==> config.mk <==
export PLATFORM = sky130hd
export DESIGN_NAME = uart_rx_fifo_flat
export DESIGN_NICKNAME = d
export VERILOG_FILES = /design/src/rtl/atrover_pkg.sv /design/src/rtl/uart_rx_fifo_if.sv /design/src/rtl/uart_rx_fifo_sdp_ram.sv /design/src/rtl/uart_rx_fifo.sv /design/src/flat_wrapper.sv
export SDC_FILE = /design/constraint.sdc
export NUM_CORES = 1
export LEC_CHECK = 0
export ABC_AREA = 1
export BUFFER_PORTS_ARGS = -buffer_cell sky130_fd_sc_hd__buf_4
export CORE_MARGIN = 3
export CORE_UTILIZATION = 65
export CTS_BUF_LIST = sky130_fd_sc_hd__clkbuf_8
export DETAILED_ROUTE_END_ITERATION = 10
export GPL_TIMING_DRIVEN = 0
export PLACE_DENSITY = 0.84
export REMOVE_ABC_BUFFERS = 1
export SLEW_MARGIN = 10
export SYNTH_ARGS = -nofsm -noshare
export SYNTH_HDL_FRONTEND = slang
export SYNTH_HIERARCHICAL = 1
export SYNTH_SLANG_ARGS = --single-unit
==> constraint.sdc <==
create_clock -name clk -period 2.6 [get_ports clk]
set_input_delay 0 -clock clk [delete_from_list [all_inputs] [get_ports clk]]
set_output_delay 0 -clock clk [all_outputs]
set_load 0.005 [all_outputs]
==> src/rtl/atrover_pkg.sv <==
// ---------------------------------------------------------------------------
// atrover_pkg
// Shared constants for the atrover SoC peripherals: the IO register index map
// and the UART payload/status layout used when the CPU reads UART0 RX.
// No ports (package).
// ---------------------------------------------------------------------------
package atrover_pkg;

    localparam int UART_DATA_BITS = 8;

    // Bit positions inside the 32-bit word returned by an IO read of UART0 RX.
    localparam int RX_VALID_BIT = 31;
    localparam int RX_OVF_BIT   = 30;

    typedef enum logic [2:0] {
        IO_LEDS       = 3'd0,
        IO_UART0_TX   = 3'd1,
        IO_UART0_RX   = 3'd2,
        IO_UART0_STAT = 3'd3,
        IO_TIMER      = 3'd4
    } ioReg_e;

    // Assembles the CPU-visible RX word: payload in the low bits, the
    // valid and overflow flags in the top two bits.
    function automatic logic [31:0] packRxWord(input logic                      valid,
                                               input logic                      ovf,
                                               input logic [UART_DATA_BITS-1:0] data);
        logic [31:0] word;
        word                       = '0;
        word[UART_DATA_BITS-1:0]   = data;
        word[RX_OVF_BIT]           = ovf;
        word[RX_VALID_BIT]         = valid;
        return word;
    endfunction

endpackage

==> src/rtl/uart_rx_fifo_if.sv <==
// ---------------------------------------------------------------------------
// uart_rx_fifo_if
// Bundles the receive strobe, CPU pop/clear requests and the FIFO status/read
// outputs of uart_rx_fifo.
//   master : drives rx_valid, rx_data, pop, ovf_clr; observes the rest
//   slave  : the FIFO itself; drives rd_valid, rd_data, level, empty, full,
//            overflow
// ---------------------------------------------------------------------------
interface uart_rx_fifo_if
    import atrover_pkg::*;
#(
    parameter int DATA_BITS = UART_DATA_BITS,
    parameter int DEPTH     = 16
);
    localparam int LVL_WL = $clog2(DEPTH + 1);

    logic                 rx_valid;
    logic [DATA_BITS-1:0] rx_data;
    logic                 pop;
    logic                 ovf_clr;
    logic                 rd_valid;
    logic [DATA_BITS-1:0] rd_data;
    logic [LVL_WL-1:0]    level;
    logic                 empty;
    logic                 full;
    logic                 overflow;

    modport master (
        output rx_valid, rx_data, pop, ovf_clr,
        input  rd_valid, rd_data, level, empty, full, overflow
    );

    modport slave (
        input  rx_valid, rx_data, pop, ovf_clr,
        output rd_valid, rd_data, level, empty, full, overflow
    );

endinterface

==> src/rtl/uart_rx_fifo_sdp_ram.sv <==
// ---------------------------------------------------------------------------
// fifo_sdp_ram
// Simple dual-port storage for the RX FIFO: one synchronous write port, one
// read port with a registered output. The array itself has no reset so it can
// map onto distributed RAM; only the output register is cleared.
//   clk, resetn : system clock, synchronous active-low reset (output reg only)
//   wrEn_i, wrAddr_i, wrData_i : write port
//   rdEn_i, rdAddr_i           : read request; data appears next cycle
//   rdData_o                   : registered read data, held between reads
// ---------------------------------------------------------------------------
module fifo_sdp_ram #(
    parameter int DATA_BITS = 8,
    parameter int DEPTH     = 16,
    parameter int ADDR_W    = $clog2(DEPTH)
) (
    input  logic                 clk,
    input  logic                 resetn,
    input  logic                 wrEn_i,
    input  logic [ADDR_W-1:0]    wrAddr_i,
    input  logic [DATA_BITS-1:0] wrData_i,
    input  logic                 rdEn_i,
    input  logic [ADDR_W-1:0]    rdAddr_i,
    output logic [DATA_BITS-1:0] rdData_o
);

    logic [DATA_BITS-1:0] mem [DEPTH];
    logic [DATA_BITS-1:0] rdData_q;

    // Storage array write port, deliberately without reset.
    always_ff @(posedge clk) begin
        if (wrEn_i) begin
            mem[wrAddr_i] <= wrData_i;
        end
    end

    // Read register: a read of the slot being written in the same cycle
    // returns the old contents, which is what a full-FIFO write+pop needs.
    always_ff @(posedge clk) begin
        if (!resetn) begin
            rdData_q <= '0;
        end else if (rdEn_i) begin
            rdData_q <= mem[rdAddr_i];
        end
    end

    assign rdData_o = rdData_q;

endmodule

==> src/rtl/uart_rx_fifo.sv <==
// ---------------------------------------------------------------------------
// uart_rx_fifo
// Receive FIFO between the UART0 receiver and the CPU's RX register. Bytes
// strobed in by the receiver are queued; each accepted CPU pop returns the
// oldest byte one cycle later with a one-cycle rd_valid pulse. Bytes arriving
// while full (with no simultaneous pop) are dropped and a sticky overflow flag
// is raised until the CPU clears it.
//   clk    : system clock
//   resetn : synchronous active-low reset
//   bus    : uart_rx_fifo_if.slave (rx_valid/rx_data in, pop, ovf_clr,
//            rd_valid/rd_data out, level/empty/full/overflow status)
// ---------------------------------------------------------------------------
module uart_rx_fifo
    import atrover_pkg::*;
#(
    parameter int DATA_BITS = UART_DATA_BITS,
    parameter int DEPTH     = 16
) (
    input  logic           clk,
    input  logic           resetn,
    uart_rx_fifo_if.slave  bus
);

    localparam int PTR_W  = $clog2(DEPTH);
    localparam int LVL_WL = $clog2(DEPTH + 1);

    logic [PTR_W-1:0]     wrPtr_q, wrPtr_d;
    logic [PTR_W-1:0]     rdPtr_q, rdPtr_d;
    logic [LVL_WL-1:0]    level_q, level_d;
    logic                 overflow_q, overflow_d;
    logic                 empty_q;
    logic                 full_q;
    logic                 rdValid_q;
    logic                 doWrite;
    logic                 doPop;
    logic                 dropByte;
    logic [DATA_BITS-1:0] ramRdData;

    // Accept/drop decisions and next-state values. A pop only counts when
    // something is stored, so a write into an empty FIFO never falls through.
    // A write into a full FIFO is accepted only if a pop frees a slot in the
    // same cycle (full implies non-empty, so that pop is always accepted).
    // When a byte is dropped the overflow set takes priority over a clear.
    always_comb begin
        doPop      = bus.pop && !empty_q;
        doWrite    = bus.rx_valid && (!full_q || bus.pop);
        dropByte   = bus.rx_valid && full_q && !bus.pop;
        wrPtr_d    = wrPtr_q;
        rdPtr_d    = rdPtr_q;
        level_d    = level_q;
        overflow_d = overflow_q;
        if (doWrite) begin
            wrPtr_d = wrPtr_q + PTR_W'(1);
        end
        if (doPop) begin
            rdPtr_d = rdPtr_q + PTR_W'(1);
        end
        case ({doWrite, doPop})
            2'b10:   level_d = level_q + LVL_WL'(1);
            2'b01:   level_d = level_q - LVL_WL'(1);
            default: level_d = level_q;
        endcase
        if (dropByte) begin
            overflow_d = 1'b1;
        end else if (bus.ovf_clr) begin
            overflow_d = 1'b0;
        end
    end

    // Control registers. empty/full are decoded from the next level value so
    // they are registered yet track the level counter in the same cycle.
    always_ff @(posedge clk) begin
        if (!resetn) begin
            wrPtr_q    <= '0;
            rdPtr_q    <= '0;
            level_q    <= '0;
            empty_q    <= 1'b1;
            full_q     <= 1'b0;
            overflow_q <= 1'b0;
            rdValid_q  <= 1'b0;
        end else begin
            wrPtr_q    <= wrPtr_d;
            rdPtr_q    <= rdPtr_d;
            level_q    <= level_d;
            empty_q    <= (level_d == '0);
            full_q     <= (level_d == LVL_WL'(DEPTH));
            overflow_q <= overflow_d;
            rdValid_q  <= doPop;
        end
    end

    fifo_sdp_ram #(
        .DATA_BITS (DATA_BITS),
        .DEPTH     (DEPTH),
        .ADDR_W    (PTR_W)
    ) u_ram (
        .clk      (clk),
        .resetn   (resetn),
        .wrEn_i   (doWrite),
        .wrAddr_i (wrPtr_q),
        .wrData_i (bus.rx_data),
        .rdEn_i   (doPop),
        .rdAddr_i (rdPtr_q),
        .rdData_o (ramRdData)
    );

    assign bus.rd_valid = rdValid_q;
    assign bus.rd_data  = ramRdData;
    assign bus.level    = level_q;
    assign bus.empty    = empty_q;
    assign bus.full     = full_q;
    assign bus.overflow = overflow_q;

endmodule

==> src/flat_wrapper.sv <==
// flat-port wrapper written by rule: the top's interface ports become plain ports
module uart_rx_fifo_flat import atrover_pkg::*;
#(
    parameter int DATA_BITS = UART_DATA_BITS,
    parameter int DEPTH     = 16
)
  (clk, resetn, bus_rx_valid, bus_rx_data, bus_pop, bus_ovf_clr, bus_rd_valid, bus_rd_data, bus_level, bus_empty, bus_full, bus_overflow);
  uart_rx_fifo_if #(.DATA_BITS(DATA_BITS), .DEPTH(DEPTH)) bus_i ();
  input  logic clk;
  input  logic resetn;
  input wire logic [$bits(bus_i.rx_valid)-1:0] bus_rx_valid;
  input wire logic [$bits(bus_i.rx_data)-1:0] bus_rx_data;
  input wire logic [$bits(bus_i.pop)-1:0] bus_pop;
  input wire logic [$bits(bus_i.ovf_clr)-1:0] bus_ovf_clr;
  output wire logic [$bits(bus_i.rd_valid)-1:0] bus_rd_valid;
  output wire logic [$bits(bus_i.rd_data)-1:0] bus_rd_data;
  output wire logic [$bits(bus_i.level)-1:0] bus_level;
  output wire logic [$bits(bus_i.empty)-1:0] bus_empty;
  output wire logic [$bits(bus_i.full)-1:0] bus_full;
  output wire logic [$bits(bus_i.overflow)-1:0] bus_overflow;
  assign bus_i.rx_valid = bus_rx_valid;
  assign bus_i.rx_data = bus_rx_data;
  assign bus_i.pop = bus_pop;
  assign bus_i.ovf_clr = bus_ovf_clr;
  assign bus_rd_valid = bus_i.rd_valid;
  assign bus_rd_data = bus_i.rd_data;
  assign bus_level = bus_i.level;
  assign bus_empty = bus_i.empty;
  assign bus_full = bus_i.full;
  assign bus_overflow = bus_i.overflow;
  uart_rx_fifo #(.DATA_BITS(DATA_BITS), .DEPTH(DEPTH)) u_core (.clk(clk), .resetn(resetn), .bus(bus_i));
endmodule
; After elaboration in Yosys (flattened, before gate mapping)
; Memories as Yosys holds them, arrays and structs flattened. A register that Yosys moved wholly into a read port is not among the register bits.
; Index checks and enable logic that the tools add are counted.
[op_classes]
n_addsub = 4
n_eq_ne = 3
n_mux = 5
reduce_logical = 11
[op_table]
columns = cell, count
row1 = $pmux 5 s2, 1
row2 = $add 4x1->4 const B, 2
row3 = $add 5x1->5 const B, 1
row4 = $eq 5x5->1 const B, 1
row5 = $logic_not 5->1, 1
row6 = $sub 5x1->5 const B, 1
row7 = $logic_and 1x1->1, 4
row8 = $logic_not 1->1, 4
row9 = $mux 1, 4
row10 = $eq 2x1->1 const B, 1
row11 = $eq 2x2->1 const B, 1
row12 = $reduce_bool 2->1, 1
row13 = $logic_or 1x1->1, 1
[word_totals]
ff_bits = 17
ramBits = 128
input_bits = 13
elab_cells = 31
memories = 1
[mem_list]
columns = name, words, width, read_ports, rd_ports_with_merged_regs, wr, line_no
row1 = u_core.u_ram.mem, 16, 8, 1, 1, 1, uart_rx_fifo_sdp_ram.sv:26  ; logic [DATA_BITS-1:0] mem [DEPTH];

; Logic depth before layout (Yosys ltp)
[logic_depth]
depth_word = 6
mapped_depth = 15
ltp_nobuf = 15

; Hierarchy
; The synthesis kept the hierarchy.
[modules_own_cells]
columns = module, n_inst, cells_each, area_each_um2, seq_area_each_um2
row1 = fifo_sdp_ram, 1, 492, 5576.6, 4003.8
row2 = uart_rx_fifo, 1, 120, 898.4, 340.3

; Worst setup path after synthesis
; No wires, ideal clock.
[synth_path]
path_kind = register -> register
startpoint = register u_core.empty_q, in the netlist u_core/bus.empty
endpoint = register u_core.empty_q, in the netlist u_core/bus.empty
setup_ns = 0.120
arrival_time_ns = 1.593
required_time_ns = 2.480
setup_slack_ns = 0.887
path_stages_with_launch = 14
n_path_buf = 0
cell_sequence = dfxtp_1 > inv_2 > nand3_2 > nand2_1 > nand2_1 > inv_2 > ha_1 > a21oi_1 > nand3b_1 > nand3_2 > nand2_1 > nor2_1 > nand3_1 > o21bai_2
[synth_via]
elab_chain_cells = 5
word_cells_on_any_way = 6
[synth_rtl]
columns = item, line_no
row1 = from (decl), uart_rx_fifo.sv:31  ; logic empty_q;
row2 = from (signal assigned), uart_rx_fifo.sv:85  ; empty_q <= (level_d == '0);
row3 = $logic_not 1->1 *, uart_rx_fifo.sv:45  ; doPop = bus.pop && !empty_q;
row4 = $logic_and 1x1->1 *, uart_rx_fifo.sv:45
row5 = $eq 2x1->1 / $eq 2x2->1 (equally long branches), uart_rx_fifo.sv:58  ; case ({doWrite, doPop})
row6 = $pmux 5 s2 *, uart_rx_fifo.sv:58
row7 = $logic_not 5->1 *, uart_rx_fifo.sv:85
; Mark *: on every way between the ends. The rest lies on a longest branch, timed or not.
; A chain may end at the register's enable or synchronous reset.

==> flow_summary.toml <==
[status]
status = "complete, no violations"

[place]
hpwlAfterDp_um = 8590
dp_cells = 745
postPlaceCellArea_sq_um = 6680
dpl_worst_slack_ns = 0.358
gp_congestion = 0.807
io_buffers = 29

[final_layout]
fillers = 625
layout.nets = 664
diodes = 0
final_common_cell = "nand2_1"
fin_cells = 789
multi_input_area_sq_um = 1790
register_area_sq_um = 4350
mostFrequentLayoutCells = "nand2_1, edfxtp_1, nand3_1"
post-route-util = 0.764
stdcell_area_sq_um = 7230
drive_gt1_frac = 0.127
syn2layout_area_growth_pct = 11.7

[worst_hold_path]
holdPathStages = 5
hold_start = "bus_pop"
min_to = "u_core/bus.rd_valid"
hold_path_class = "in -> reg"

[cts]
h-tree-depth = 4
clk_path_buf_depth = 2
clkTransAtPathRegs_ns = 0.09
cts_made_buffers = 17
clock_latency_ns = 0.43
cts_tree = "yes"
cts_sinks = 153
clockRootBuffer = "clkbuf_8"
postCtsSetupBuffers = 0

[setup_path]
crit_fanout = 20
cpMostUsedCell = "nand2_1"
arrival_ns = 2.76
worstReg2RegStart = "u_core/rdPtr_q[2]"
start_kind = "flop"
regToRegSetupSlack_ns = 0.17
rr_endpoint = "u_core/u_ram/rdData_o[2]"
critical_path_class = "reg -> reg"
ff2ff_path_depth = 7
slowest_delay_ns = 0.94
cp_cell_sequence = "inv_1 > nand3_1 > nand2_1 > nand2_1 > nand3_1 > nand2_1 > inv_1"
cp.required_ns = 2.93
cpMaxStageDelayCell = "dfxtp_1"
end_kind = "flop"

[floorplan]
io_pins = 30
dieHeight_um = 106
dieArea_sq_um = 11200
start_util = 0.685
coreArea_sq_um = 9460
num_rows = 35
die_w_um = 106

[sta]
max_freq_mhz = 411
finalHoldViolCount = 0
slew_headroom = 0.232
period_share = 0.936
worst_slew_pin_slew_ns = 1.15
slew_violations = 0
rsz0062_at_grt = "no"
finClkSkew_ns = 0.00976
fin_crit_ns = 2.43
worst_slack_ns = 0.166
holdWs_ns = 0.0644
setup_viol = 0

[drt]
wl_per_cell_um = 18.6
drt_first_pass_iters = 5
drc = 0
dr_wl_met2_um = 7350
via_per_inst = 5.87
wl_met3_um = 1440
drt_iter0_markers = 514
wl_met1_um = 5520
antenna_left = 0
drt-total-wl_um = 14700
routed.top_layer = "met4"
vias = 4629

[logic_synthesis]
synthDistinctLibCells = 30
netlist_instances = 612
syn_area_sq_um = 6470
seq_area_frac_synth = 0.671
syn_area_per_cell_sq_um = 10.6
yosysWarnings = 6
ys_seq_elements = 153

[grt]
grt_pass1_vias = 4477
antenna_found_initial = 0
grt_use_total = 0.274
grt_max_degree = 65
grt_overflow = 0
grt_pass1_wl_um = 23100

[power]
leakage_nw = 2.79
power_density_nw_per_um2 = 777
ir_drop_mv = 0.558

[job]
drv_cap = 0
-- critical path, delay by kind of cell, from the launching register on --
| family | cells | cell delay [ns] |
|---|---|---|
| flip-flops | 1 | 0.94 |
| AND/OR/NAND/NOR | 5 | 0.69 |
| buffers and inverters | 2 | 0.66 |
-- final cells by class --
class                           instances  area share
Sequential cell                       153       0.601
Multi-Input combinational cell        397       0.248
Timing Repair Buffer                   42      0.0495
Clock buffer                           18      0.0343
Clock inverter                         14      0.0260
Tap cell                              129      0.0223
Inverter                               36      0.0190
-- what timing repair did --
item / in CTS / in global routing
hold buffers: 12 / 0
endpoints found under the hold margin: 139 / 0
gates resized for setup: 0 / 0
-- flip-flops by register name, summed over array words and instances, names as in the netlist --
name / count
u_core/bus.rd_valid: 1
u_core/rdPtr_q: 4
u_core/wrPtr_q: 4
u_core/bus.level: 5
u_core/u_ram/rdData_o: 8
u_core/bus.overflow: 1
u_core/bus.empty: 1
u_core/u_ram/mem: 128
u_core/bus.full: 1
-- where the power goes --
| group | switching [mW] | internal, mW | total (mW) | leakage (nW) |
|---|---|---|---|---|
| registers | 0.111 | 2.73 | 2.84 | 1.36 |
| logic | 0.556 | 0.297 | 0.853 | 1.22 |
| clock network | 0.922 | 1.00 | 1.93 | 0.216 |
-- metal layers --
layer  track usage  vias up
met1         0.361     2182
met2         0.455      270
met4        0.0981        0
li1              -     2142
met3        0.0545       35
met5             0        -
-- Yosys cell counts --
cell type / count / area [sq um]
nand2_4: 1 / 11.3
xor2_1: 2 / 17.5
edfxtp_1: 128 / 3840
o21bai_2: 1 / 11.3
nand4_1: 3 / 18.8
a31oi_1: 1 / 6.26
nand3_2: 3 / 30.0
inv_1: 27 / 101
buf_2: 11 / 55.1
a21oi_2: 1 / 8.76
nor2_2: 1 / 6.26
nand2_1: 194 / 728
nand2_2: 3 / 18.8
nor3_1: 1 / 5.00
xor2_2: 1 / 16.3
nor2_8: 1 / 20.0
dfxtp_1: 25 / 500
clkinv_1: 1 / 3.75
buf_4: 4 / 30.0
nand3b_1: 1 / 7.51
nor3b_1: 1 / 7.51
buf_6: 10 / 113
inv_4: 1 / 6.26
o21ai_0: 5 / 25.0
ha_1: 4 / 50.1
inv_2: 7 / 26.3
a21oi_1: 6 / 30.0
clkbuf_1: 1 / 3.75
nor2_1: 50 / 188
nand3_1: 117 / 586
-- through the flow --
step / total power, mW / TNS, ns
after global routing: 5.85 / 0
after global placement: 3.67 / -11.63
final: 5.62 / 0
after CTS: 5.62 / 0
after floorplan: 3.38 / -1.04
after detailed placement: 3.70 / 0
-- logic make-up (layout without fill, tap and decap cells) --
group / count (synthesis) / after routing / synth area share
AND/OR/NAND/NOR: 376 / 376 / 0.251
flip-flops: 153 / 153 / 0.671
buffers and inverters: 62 / 110 / 0.0524
AO/OA/AOI/OAI: 14 / 14 / 0.0126
adder cells (fa/ha/maj): 4 / 4 / 0.00773
XOR/XNOR: 3 / 3 / 0.00522
-- how the worst max path moves through the flow --
| stage | end | from | cells after the start | slack, ns |
|---|---|---|---|---|
| 2_1_floorplan | u_core/u_ram/rdData_o[0] | u_core/rdPtr_q[0] | 9 | -0.13 |
| 3_3_place_gp | u_core/u_ram/rdData_o[5] | u_core/rdPtr_q[0] | 9 | -1.47 |
| 3_5_place_dp | u_core/u_ram/rdData_o[7] | u_core/rdPtr_q[2] | 7 | 0.36 |
| 4_1_cts | u_core/u_ram/rdData_o[2] | u_core/rdPtr_q[2] | 7 | 0.30 |
| 5_1_grt | u_core/u_ram/rdData_o[2] | u_core/rdPtr_q[1] | 8 | 0.05 |
| 6_report | u_core/u_ram/rdData_o[2] | u_core/rdPtr_q[2] | 7 | 0.17 |
(Power assumes the default switching activity.)
